--- config.mk ---
export PLATFORM = sky130hd
export DESIGN_NAME = row_window_sequencer
export DESIGN_NICKNAME = d
export VERILOG_FILES = /design/src/rtl/row_window_sequencer.sv
export SDC_FILE = /design/constraint.sdc
export NUM_CORES = 1
export LEC_CHECK = 0
export ABC_AREA = 1
export BUFFER_PORTS_ARGS = -buffer_cell sky130_fd_sc_hd__buf_4
export CORE_MARGIN = 5
export CORE_UTILIZATION = 50
export CTS_BUF_LIST = sky130_fd_sc_hd__clkbuf_4 sky130_fd_sc_hd__clkbuf_8
export DETAILED_ROUTE_END_ITERATION = 6
export PLACE_DENSITY = 0.82
export SYNTH_ARGS = -nofsm -noshare
export SYNTH_HDL_FRONTEND = slang
export SYNTH_SLANG_ARGS = --single-unit
--- constraint.sdc ---
create_clock -name clk -period 3.3 [get_ports clk]
set_clock_uncertainty 0.2 [all_clocks]
set_input_delay 0 -clock clk [delete_from_list [all_inputs] [get_ports clk]]
set_output_delay 0 -clock clk [all_outputs]
set_load 0.005 [all_outputs]
--- src/rtl/row_window_sequencer.sv ---
// Raster pixel stream -> circular line-buffer writes plus 3x3 window row/column descriptors.
// Optional feature macro: ROW_WINDOW_STALL_STATS_EN (adds a saturating stall_count output).
module row_window_sequencer #(
   parameter int PIX_BITS  = 8,
   parameter int IMG_WIDTH = 640,
   parameter int NUM_ROWS  = 3,
   parameter int ROW_BITS  = 2,
   parameter int COL_BITS  = 10
) (
   input  logic                clk,
   input  logic                n_rst,
   input  logic [PIX_BITS-1:0] pixel_in,
   input  logic                pixel_valid,
   input  logic                frame_start,
   output logic                pixel_ready,
   input  logic                out_ready,
   output logic                mem_wr_en,
   output logic [ROW_BITS-1:0] mem_wr_row,
   output logic [COL_BITS-1:0] mem_wr_col,
   output logic [PIX_BITS-1:0] mem_wr_data,
   output logic                win_valid,
   output logic [ROW_BITS-1:0] win_top_row,
   output logic [ROW_BITS-1:0] win_mid_row,
   output logic [ROW_BITS-1:0] win_bot_row,
   output logic [COL_BITS-1:0] win_col,
   output logic                row_done
`ifdef ROW_WINDOW_STALL_STATS_EN
   ,
   output logic [15:0]         stall_count
`endif
);

   typedef enum logic [1:0] {IDLE, FILL, STREAM} state_t;

   localparam logic [COL_BITS-1:0] LAST_COL = COL_BITS'(IMG_WIDTH - 1);
   localparam logic [ROW_BITS:0]   ROWS_W   = (ROW_BITS + 1)'(NUM_ROWS);

   state_t              state, state_nxt;
   logic [ROW_BITS-1:0] wr_row, wr_row_nxt, eff_row, row_inc, mid_row, top_row;
   logic [COL_BITS-1:0] wr_col, wr_col_nxt, eff_col;
   logic [1:0]          rows_filled, rows_filled_nxt, filled_base;
   logic [ROW_BITS:0]   row_sum, mid_sum, top_sum;
   logic                accept, do_write, row_end, win_load;

   // Ready is held low while reset is asserted so no pixel is taken during reset.
   assign pixel_ready = n_rst & ((state != STREAM) | out_ready | ~win_valid);
   assign accept      = pixel_valid & pixel_ready;

   // An accepted frame_start overrides the counters for this very pixel.
   assign eff_row     = frame_start ? '0 : wr_row;
   assign eff_col     = frame_start ? '0 : wr_col;
   assign filled_base = frame_start ? 2'd0 : rows_filled;
   assign do_write    = accept & (frame_start | (state != IDLE));
   assign row_end     = (eff_col == LAST_COL);
   assign win_load    = accept & ~frame_start & (state == STREAM) & (eff_col >= COL_BITS'(2));

   assign row_sum = {1'b0, eff_row} + (ROW_BITS + 1)'(1);
   assign row_inc = (row_sum == ROWS_W) ? '0 : row_sum[ROW_BITS-1:0];
   assign mid_sum = {1'b0, wr_row} + (ROW_BITS + 1)'(NUM_ROWS - 1);
   assign top_sum = {1'b0, wr_row} + (ROW_BITS + 1)'(NUM_ROWS - 2);
   assign mid_row = (mid_sum >= ROWS_W) ? ROW_BITS'(mid_sum - ROWS_W) : mid_sum[ROW_BITS-1:0];
   assign top_row = (top_sum >= ROWS_W) ? ROW_BITS'(top_sum - ROWS_W) : top_sum[ROW_BITS-1:0];

   always_comb begin
      // NOTE: every signal assigned here gets a default first, so no latch is inferred.
      state_nxt       = state;
      wr_row_nxt      = wr_row;
      wr_col_nxt      = wr_col;
      rows_filled_nxt = rows_filled;
      if (do_write) begin
         rows_filled_nxt = filled_base;
         if (row_end) begin
            wr_col_nxt = '0;
            wr_row_nxt = row_inc;
            if (filled_base != 2'd2) rows_filled_nxt = filled_base + 2'd1;
         end else begin
            wr_col_nxt = eff_col + COL_BITS'(1);
            wr_row_nxt = eff_row;
         end
         if (frame_start)
            state_nxt = FILL;
         else if ((state == FILL) && row_end && (rows_filled_nxt == 2'd2))
            state_nxt = STREAM;
      end
   end

   always_ff @(posedge clk or negedge n_rst) begin
      // NOTE: sequential state uses non-blocking assignments so all registers sample pre-edge values.
      if (!n_rst) begin
         state       <= IDLE;
         wr_row      <= '0;
         wr_col      <= '0;
         rows_filled <= 2'd0;
      end else begin
         state       <= state_nxt;
         wr_row      <= wr_row_nxt;
         wr_col      <= wr_col_nxt;
         rows_filled <= rows_filled_nxt;
      end
   end

   always_ff @(posedge clk or negedge n_rst) begin
      if (!n_rst) begin
         mem_wr_en   <= 1'b0;
         mem_wr_row  <= '0;
         mem_wr_col  <= '0;
         mem_wr_data <= '0;
         row_done    <= 1'b0;
         win_valid   <= 1'b0;
         win_top_row <= '0;
         win_mid_row <= '0;
         win_bot_row <= '0;
         win_col     <= '0;
      end else begin
         mem_wr_en <= do_write;
         row_done  <= do_write & row_end;
         if (do_write) begin
            mem_wr_row  <= eff_row;
            mem_wr_col  <= eff_col;
            mem_wr_data <= pixel_in;
         end
         // Single-entry skid: a load is only possible when the slot is free or draining.
         if (accept & frame_start) begin
            win_valid <= 1'b0;
         end else if (win_load) begin
            win_valid   <= 1'b1;
            win_col     <= eff_col - COL_BITS'(1);
            win_bot_row <= wr_row;
            win_mid_row <= mid_row;
            win_top_row <= top_row;
         end else if (out_ready) begin
            win_valid <= 1'b0;
         end
      end
   end

`ifdef ROW_WINDOW_STALL_STATS_EN
   always_ff @(posedge clk or negedge n_rst) begin
      if (!n_rst)
         stall_count <= 16'd0;
      else if (accept & frame_start)
         stall_count <= 16'd0;
      else if (pixel_valid & ~pixel_ready & (stall_count != 16'hFFFF))
         stall_count <= stall_count + 16'd1;
   end
`endif

endmodule

* Yosys cells after proc, flatten, opt, wreduce, memory -nomap -nowiden
Cells that the tools add are included.
Widths: inputs -> output; s select.
** Word-level totals
- Output and inout port bits :: 40
- Input bits :: 13
- Word-level logic and storage cells :: 69
- Register bits :: 55
** Operators by class
- Bitwise operators :: 14
- Multiplexer cells :: 16
- Equal/unequal tests :: 7
- Reductions and logical operators :: 7
- Add/subtract/negate cells :: 8
- $lt $le $gt $ge :: 3
** Operators by type and width (count)
- $mux 2 :: 11
- $mux 10 :: 2
- $add 10x1->10 const B :: 1
- $eq 10x10->1 const B :: 1
- $ge 10x2->1 const B :: 1
- $sub 10x1->10 const B :: 1
- $and 1x1->1 :: 8
- $add 2x1->3 const B :: 2
- $ge 3x2->1 const B :: 2
- $eq 2x2->1 const B :: 2
- $ne 2x2->1 const B :: 2
- $reduce_and 2->1 :: 2
- $reduce_bool 2->1 :: 2
- $sub 2x2->2 const B :: 2
- $add 2x2->3 const B :: 1
- $eq 3x2->1 const B :: 1
- $mux 1 :: 3
- $not 1->1 :: 3
- $or 1x1->1 :: 3
- $reduce_bool 3->1 :: 1
- $add 2x1->2 const B :: 1
- $eq 2x1->1 const B :: 1
- $logic_and 1x1->1 :: 2

* Logic depth before layout (Yosys ltp)
- Word-level depth :: 11
- Gate-level depth with buffers :: 14
- Depth with buffers taken out :: 13

* Worst setup path before layout
Ideal clock, no wire load.
- Path kind :: reg2reg
- From :: reg wr_col[1]
- To :: reg state[1]
- Required time :: 2.982 ns
- Setup time :: 0.118 ns
- Setup slack :: 1.443 ns
- Cell stages (with the launch flop) :: 13
- Period minus slack after synthesis :: 1.857 ns
- Buffers on the path :: 0
- Data arrival time :: 1.538 ns
- Path through :: dfrtp_1 nand2_2 inv_1 ha_1 nand4_1 nor2_1 nand2_2 nor2_1 nand3_1 nand2_1 nand2_1 nand2_1 nand2_1
** On the way
- Longest elaborated chain between the ends :: 8
- Elaborated cells on any way between the ends :: 9
- Those cells by class :: eq/ne (2); mux (3); reduce/logical (4)
** Ends and longest elaborated chain
- start, declared :: line 40 : logic [COL_BITS-1:0] wr_col, wr_col_nxt, eff_col;
- start signal, assigned :: line 97 : wr_col <= wr_col_nxt;
- $mux 10 (*) :: line 51 : assign eff_col = frame_start ? '0 : wr_col;
- named net eff_col[1] :: line 40
- $eq 10x10->1 (*) :: line 54 : assign row_end = (eff_col == LAST_COL);
- $mux 2 :: line 72 : if (row_end) begin
- $mux 2 :: line 70 : if (do_write) begin
- $eq 2x2->1 :: line 82 : else if ((state == FILL) && row_end && (rows_filled_nxt == 2'd2))
- $logic_and 1x1->1 (*) :: line 82
- $reduce_bool 2->1 (no line) (*)
- $reduce_and 2->1 (no line) (*)
- end signal, assigned :: line 95 : state <= state_nxt;
- end, declared :: line 38 : state_t state, state_nxt;
The timed path passes the listed nets; every way through them passes the cells marked *. The select of a mux whose other input is x is not followed.
A chain may end at the register's enable or synchronous reset.

* Final worst setup path
- From :: in frame_start
- To :: reg win_valid
** On the way
- Longest elaborated chain between the ends :: 6
- Elaborated cells on any way between the ends :: 10
- Those cells by class :: order compare (1); mux (3); bitwise (5); reduce/logical (1)
** Ends and longest elaborated chain
- start, declared :: line 14 : input logic frame_start,
- branches (longest 6 deep; another with $ge 10x2->1)
- end signal, assigned :: line 124 : win_valid <= 1'b0;
- end signal, assigned :: line 126 : win_valid <= 1'b1;
- end signal, assigned :: line 132 : win_valid <= 1'b0;
- end, declared :: line 21 : output logic win_valid,
Several ways; the timed one is not identified.

==> results.toml <==
[timing]
tns_ns = 0
timing.fmax_ghz = 0.399
final_ws_setup_ns = 0.791
post-route-period-util = 0.760
max_slew_margin = 0.560
report.final.slew_viol_count = 0
timing_hold_violations_final = 0
tightestPinTransition_ns = 0.661
setup_viol_count_final = 0
grt_setup_unrepaired = "false"
period_minus_slack_ns = 2.51

[setup_path]
ff2ff_setup_slack_ns = 0.92
critPathLaunchType = "input pin"
maximum_net_fanout_on_the_critical_path = 26
timing.critical_path.to_type = "register"
r2r_end = "win_valid"
critical_path_required_ns = 3.30
type_of_the_worst_setup_path = "in -> reg"
worstPathArrival_ns = 2.51
worst-r2r-cell-count = 9
r2r-start = "wr_col[2]"

[place]
place.gp.congestion = 0.860
place_ws_ns = 1.06
io_buffer_count = 52
detailedPlacementHpwl_um = 3950

[floorplan]
floorplan.die.width_um = 83.1
die_h_um = 83.1
design.die.area_um2 = 6910
fp.coreArea_um2 = 5140
rows = 26
num_io_pins = 53
initial_core_util = 0.520

[synth]
synth_cell_type_count = 29
synth-async-reset-ratio = 1.00
synth_ff_type = "sky130_fd_sc_hd__dfrtp_1"
synth.yosys.seq_area_share = 0.506
synth_area_leader_cell = "sky130_fd_sc_hd__dfrtp_1"
postSynthCellCount = 314
cells_taking_the_most_area_after_synthesis = "sky130_fd_sc_hd__dfrtp_1, sky130_fd_sc_hd__nand2_1, sky130_fd_sc_hd__o21ai_0"
synth-warning-count = 0
ys_ff_latch = 54
synthesis.nets = 333
synthesized_area_per_cell_um2 = 8.51
number_of_synthesized_flops_with_an_enable_pin = 0
mappedNetlistArea_um2 = 2670
synthDominantCellAreaShare = 0.506

[worst_hold_path]
min_path_cells = 4
worst_min_delay_path_class = "in -> reg"
worst_hold_path.endpoint = "mem_wr_en"
hold_start = "pixel_valid"

[cts]
ctsHtreeMaxLevel = 2
cts.sinks = 54
numCtsBuffers = 5
tritoncts = "built"
cts.reportedPaths.clkPinSlew_ns = 0.09
cts_root_buffer = "sky130_fd_sc_hd__clkbuf_8"
cts-root-to-sink-buffers = 2
worst_skew_pair.late_latency_ns = 0.31

[grt]
grt_pass1_wl_um = 10000
grt_antenna_before_repair = 0
grt-ovfl-total = 0
grt_start_max_net_pins = 56
grtUsageTotal = 0.176
grt_pass1_vias = 2139

[cells_and_area]
drive_above_1_share = 0.247
areaGrowthSynthToFinish_pct = 25.2
fill_cells = 444
antenna-diode-count = 0
design.final.nets = 395

[power_and_ir_drop]
power.ir.vdd_worst_uv = 306
p_per_area_nw_per_um2 = 428
static-leakage-power_nw = 1.73

[run_status]
status = "completed"

[routing]
routed_via_density = 5.11
drt-pass1-iter-count = 5
final_antenna_net_count = 0
detail_route.wl_per_cell_um = 13.4
final_wirelength_um = 5990
drcViolationCount = 0
detailroute.via_count = 2286
detailedRoute.firstIterationViolations = 138

[flow_run]
maxCapViolations = 0
-- metal layers --
layer | part of all wire | up-vias | GRT usage
li1 | - | 1121 | -
met1 | 0.42 | 1054 | 0.220
met2 | 0.48 | 100 | 0.283
met3 | 0.084 | 11 | 0.0545
met4 | 0.021 | 0 | 0.0743
met5 | 0 | - | 0
-- where the power goes --
group | switching, mW | leakage [nW] | internal (mW)
clock network | 0.217 | 0.0714 | 0.323
logic | 0.107 | 0.930 | 0.0817
registers | 0.0173 | 0.727 | 0.687
-- flip-flops by register name (all words and copies together), names as in the netlist --
register / flops
mem_wr_col: 10
mem_wr_data: 8
mem_wr_en: 1
mem_wr_row: 2
row_done: 1
rows_filled: 2
state: 2
win_bot_row: 2
win_col: 10
win_mid_row: 1
win_top_row: 2
win_valid: 1
wr_col: 10
wr_row: 2
-- how the worst max path moves through the flow --
stage / startpoint / endpoint / slack, ns / depth (start not counted)
floorplan: wr_col[1] / state[1] / 1.44 / 12
global placement: state[1] / wr_row[0] / 1.07 / 10
detailed placement: state[1] / wr_row[0] / 1.06 / 10
CTS: frame_start / win_valid / 0.80 / 12
global route: frame_start / state[1] / 0.62 / 15
finish: frame_start / win_valid / 0.79 / 12
-- cell usage after synthesis (2+ instances only) --
library cell,instances
sky130_fd_sc_hd__o21ai_1,4
sky130_fd_sc_hd__nand4_1,4
sky130_fd_sc_hd__o21ai_2,6
sky130_fd_sc_hd__nor2_1,24
sky130_fd_sc_hd__ha_1,6
sky130_fd_sc_hd__buf_2,2
sky130_fd_sc_hd__inv_2,4
sky130_fd_sc_hd__nand2_2,17
sky130_fd_sc_hd__nor3_1,2
sky130_fd_sc_hd__o21ai_0,25
sky130_fd_sc_hd__o22ai_1,4
sky130_fd_sc_hd__inv_1,22
sky130_fd_sc_hd__nand2_1,98
sky130_fd_sc_hd__xor2_1,9
sky130_fd_sc_hd__nand3_1,16
sky130_fd_sc_hd__clkbuf_1,5
sky130_fd_sc_hd__dfrtp_1,54
-- cells in the final DEF, fill, tap and decap left out --
cell type	count
sky130_fd_sc_hd__a21oi_1	1
sky130_fd_sc_hd__and2_1	1
sky130_fd_sc_hd__buf_4	54
sky130_fd_sc_hd__bufinv_16	2
sky130_fd_sc_hd__clkbuf_8	6
sky130_fd_sc_hd__dfrtp_1	54
sky130_fd_sc_hd__dlygate4sd3_1	12
sky130_fd_sc_hd__ha_1	6
sky130_fd_sc_hd__inv_1	22
sky130_fd_sc_hd__inv_2	4
sky130_fd_sc_hd__nand2_1	98
sky130_fd_sc_hd__nand2_2	17
sky130_fd_sc_hd__nand2_8	1
sky130_fd_sc_hd__nand3_1	16
sky130_fd_sc_hd__nand3b_1	1
sky130_fd_sc_hd__nand4_1	4
sky130_fd_sc_hd__nand4_4	1
sky130_fd_sc_hd__nor2_1	24
sky130_fd_sc_hd__nor2_2	1
sky130_fd_sc_hd__nor2_4	1
sky130_fd_sc_hd__nor3_1	2
sky130_fd_sc_hd__o21a_1	1
sky130_fd_sc_hd__o21ai_0	25
sky130_fd_sc_hd__o21ai_1	4
sky130_fd_sc_hd__o21ai_2	6
sky130_fd_sc_hd__o22ai_1	4
sky130_fd_sc_hd__xor2_1	9
-- area by class of cell --
cell class,count,area (um^2),share of cell area
multi-input combinational,223,1140,0.341
inverter,26,97.6,0.0292
clock inverter,2,60.1,0.0180
sequential,54,1350,0.404
tap,70,87.6,0.0262
clock buffer,6,82.6,0.0247
timing repair buffer,66,526,0.157
-- timing repair --
| action | CTS | global route |
|---|---|---|
| setup buffers | 0 | 0 |
| endpoints found under the hold margin | 70 | 0 |
| hold buffers | 12 | 0 |
| endpoints found under the setup margin | 0 | 0 |
| gates resized for setup | 0 | 0 |
-- kinds of logic after synthesis --
| group | count (synthesis) | share of synthesized area |
|---|---|---|
| buffers and inverters | 37 | 0.0674 |
| adder cells (fa/ha/maj) | 6 | 0.0281 |
| AND/OR/NAND/NOR | 167 | 0.281 |
| flip-flops | 54 | 0.506 |
| XOR/XNOR | 9 | 0.0295 |
| AO/OA/AOI/OAI | 41 | 0.0880 |
-- worst max-delay path, stage by stage --
cell and delay, ns:
sky130_fd_sc_hd__dlygate4sd3_1 0.53, sky130_fd_sc_hd__buf_4 0.15, sky130_fd_sc_hd__inv_2 0.15, sky130_fd_sc_hd__nand2_1 0.26, sky130_fd_sc_hd__nand2_2 0.12, sky130_fd_sc_hd__nor2_2 0.14, sky130_fd_sc_hd__nand2_1 0.09, sky130_fd_sc_hd__inv_2 0.08
sky130_fd_sc_hd__nand4_4 0.11, sky130_fd_sc_hd__nand2_8 0.22, sky130_fd_sc_hd__o21ai_1 0.10, sky130_fd_sc_hd__dlygate4sd3_1 0.56
-- stage by stage --
stage	cell area, um^2	util	power [mW]	std cells	hold WS, ns
global route	3350	0.651	1.49	447	0.0757
global placement	3080	0.600	0.890	427	-0.00101
detailed placement	3080	0.600	0.895	427	0.00508
floorplan	2670	-	0.817	314	-0.496
CTS	3350	0.651	1.44	447	0.0600
finish	3350	0.651	1.43	447	0.0845
No activity file was read; power rests on OpenSTA's default activity.
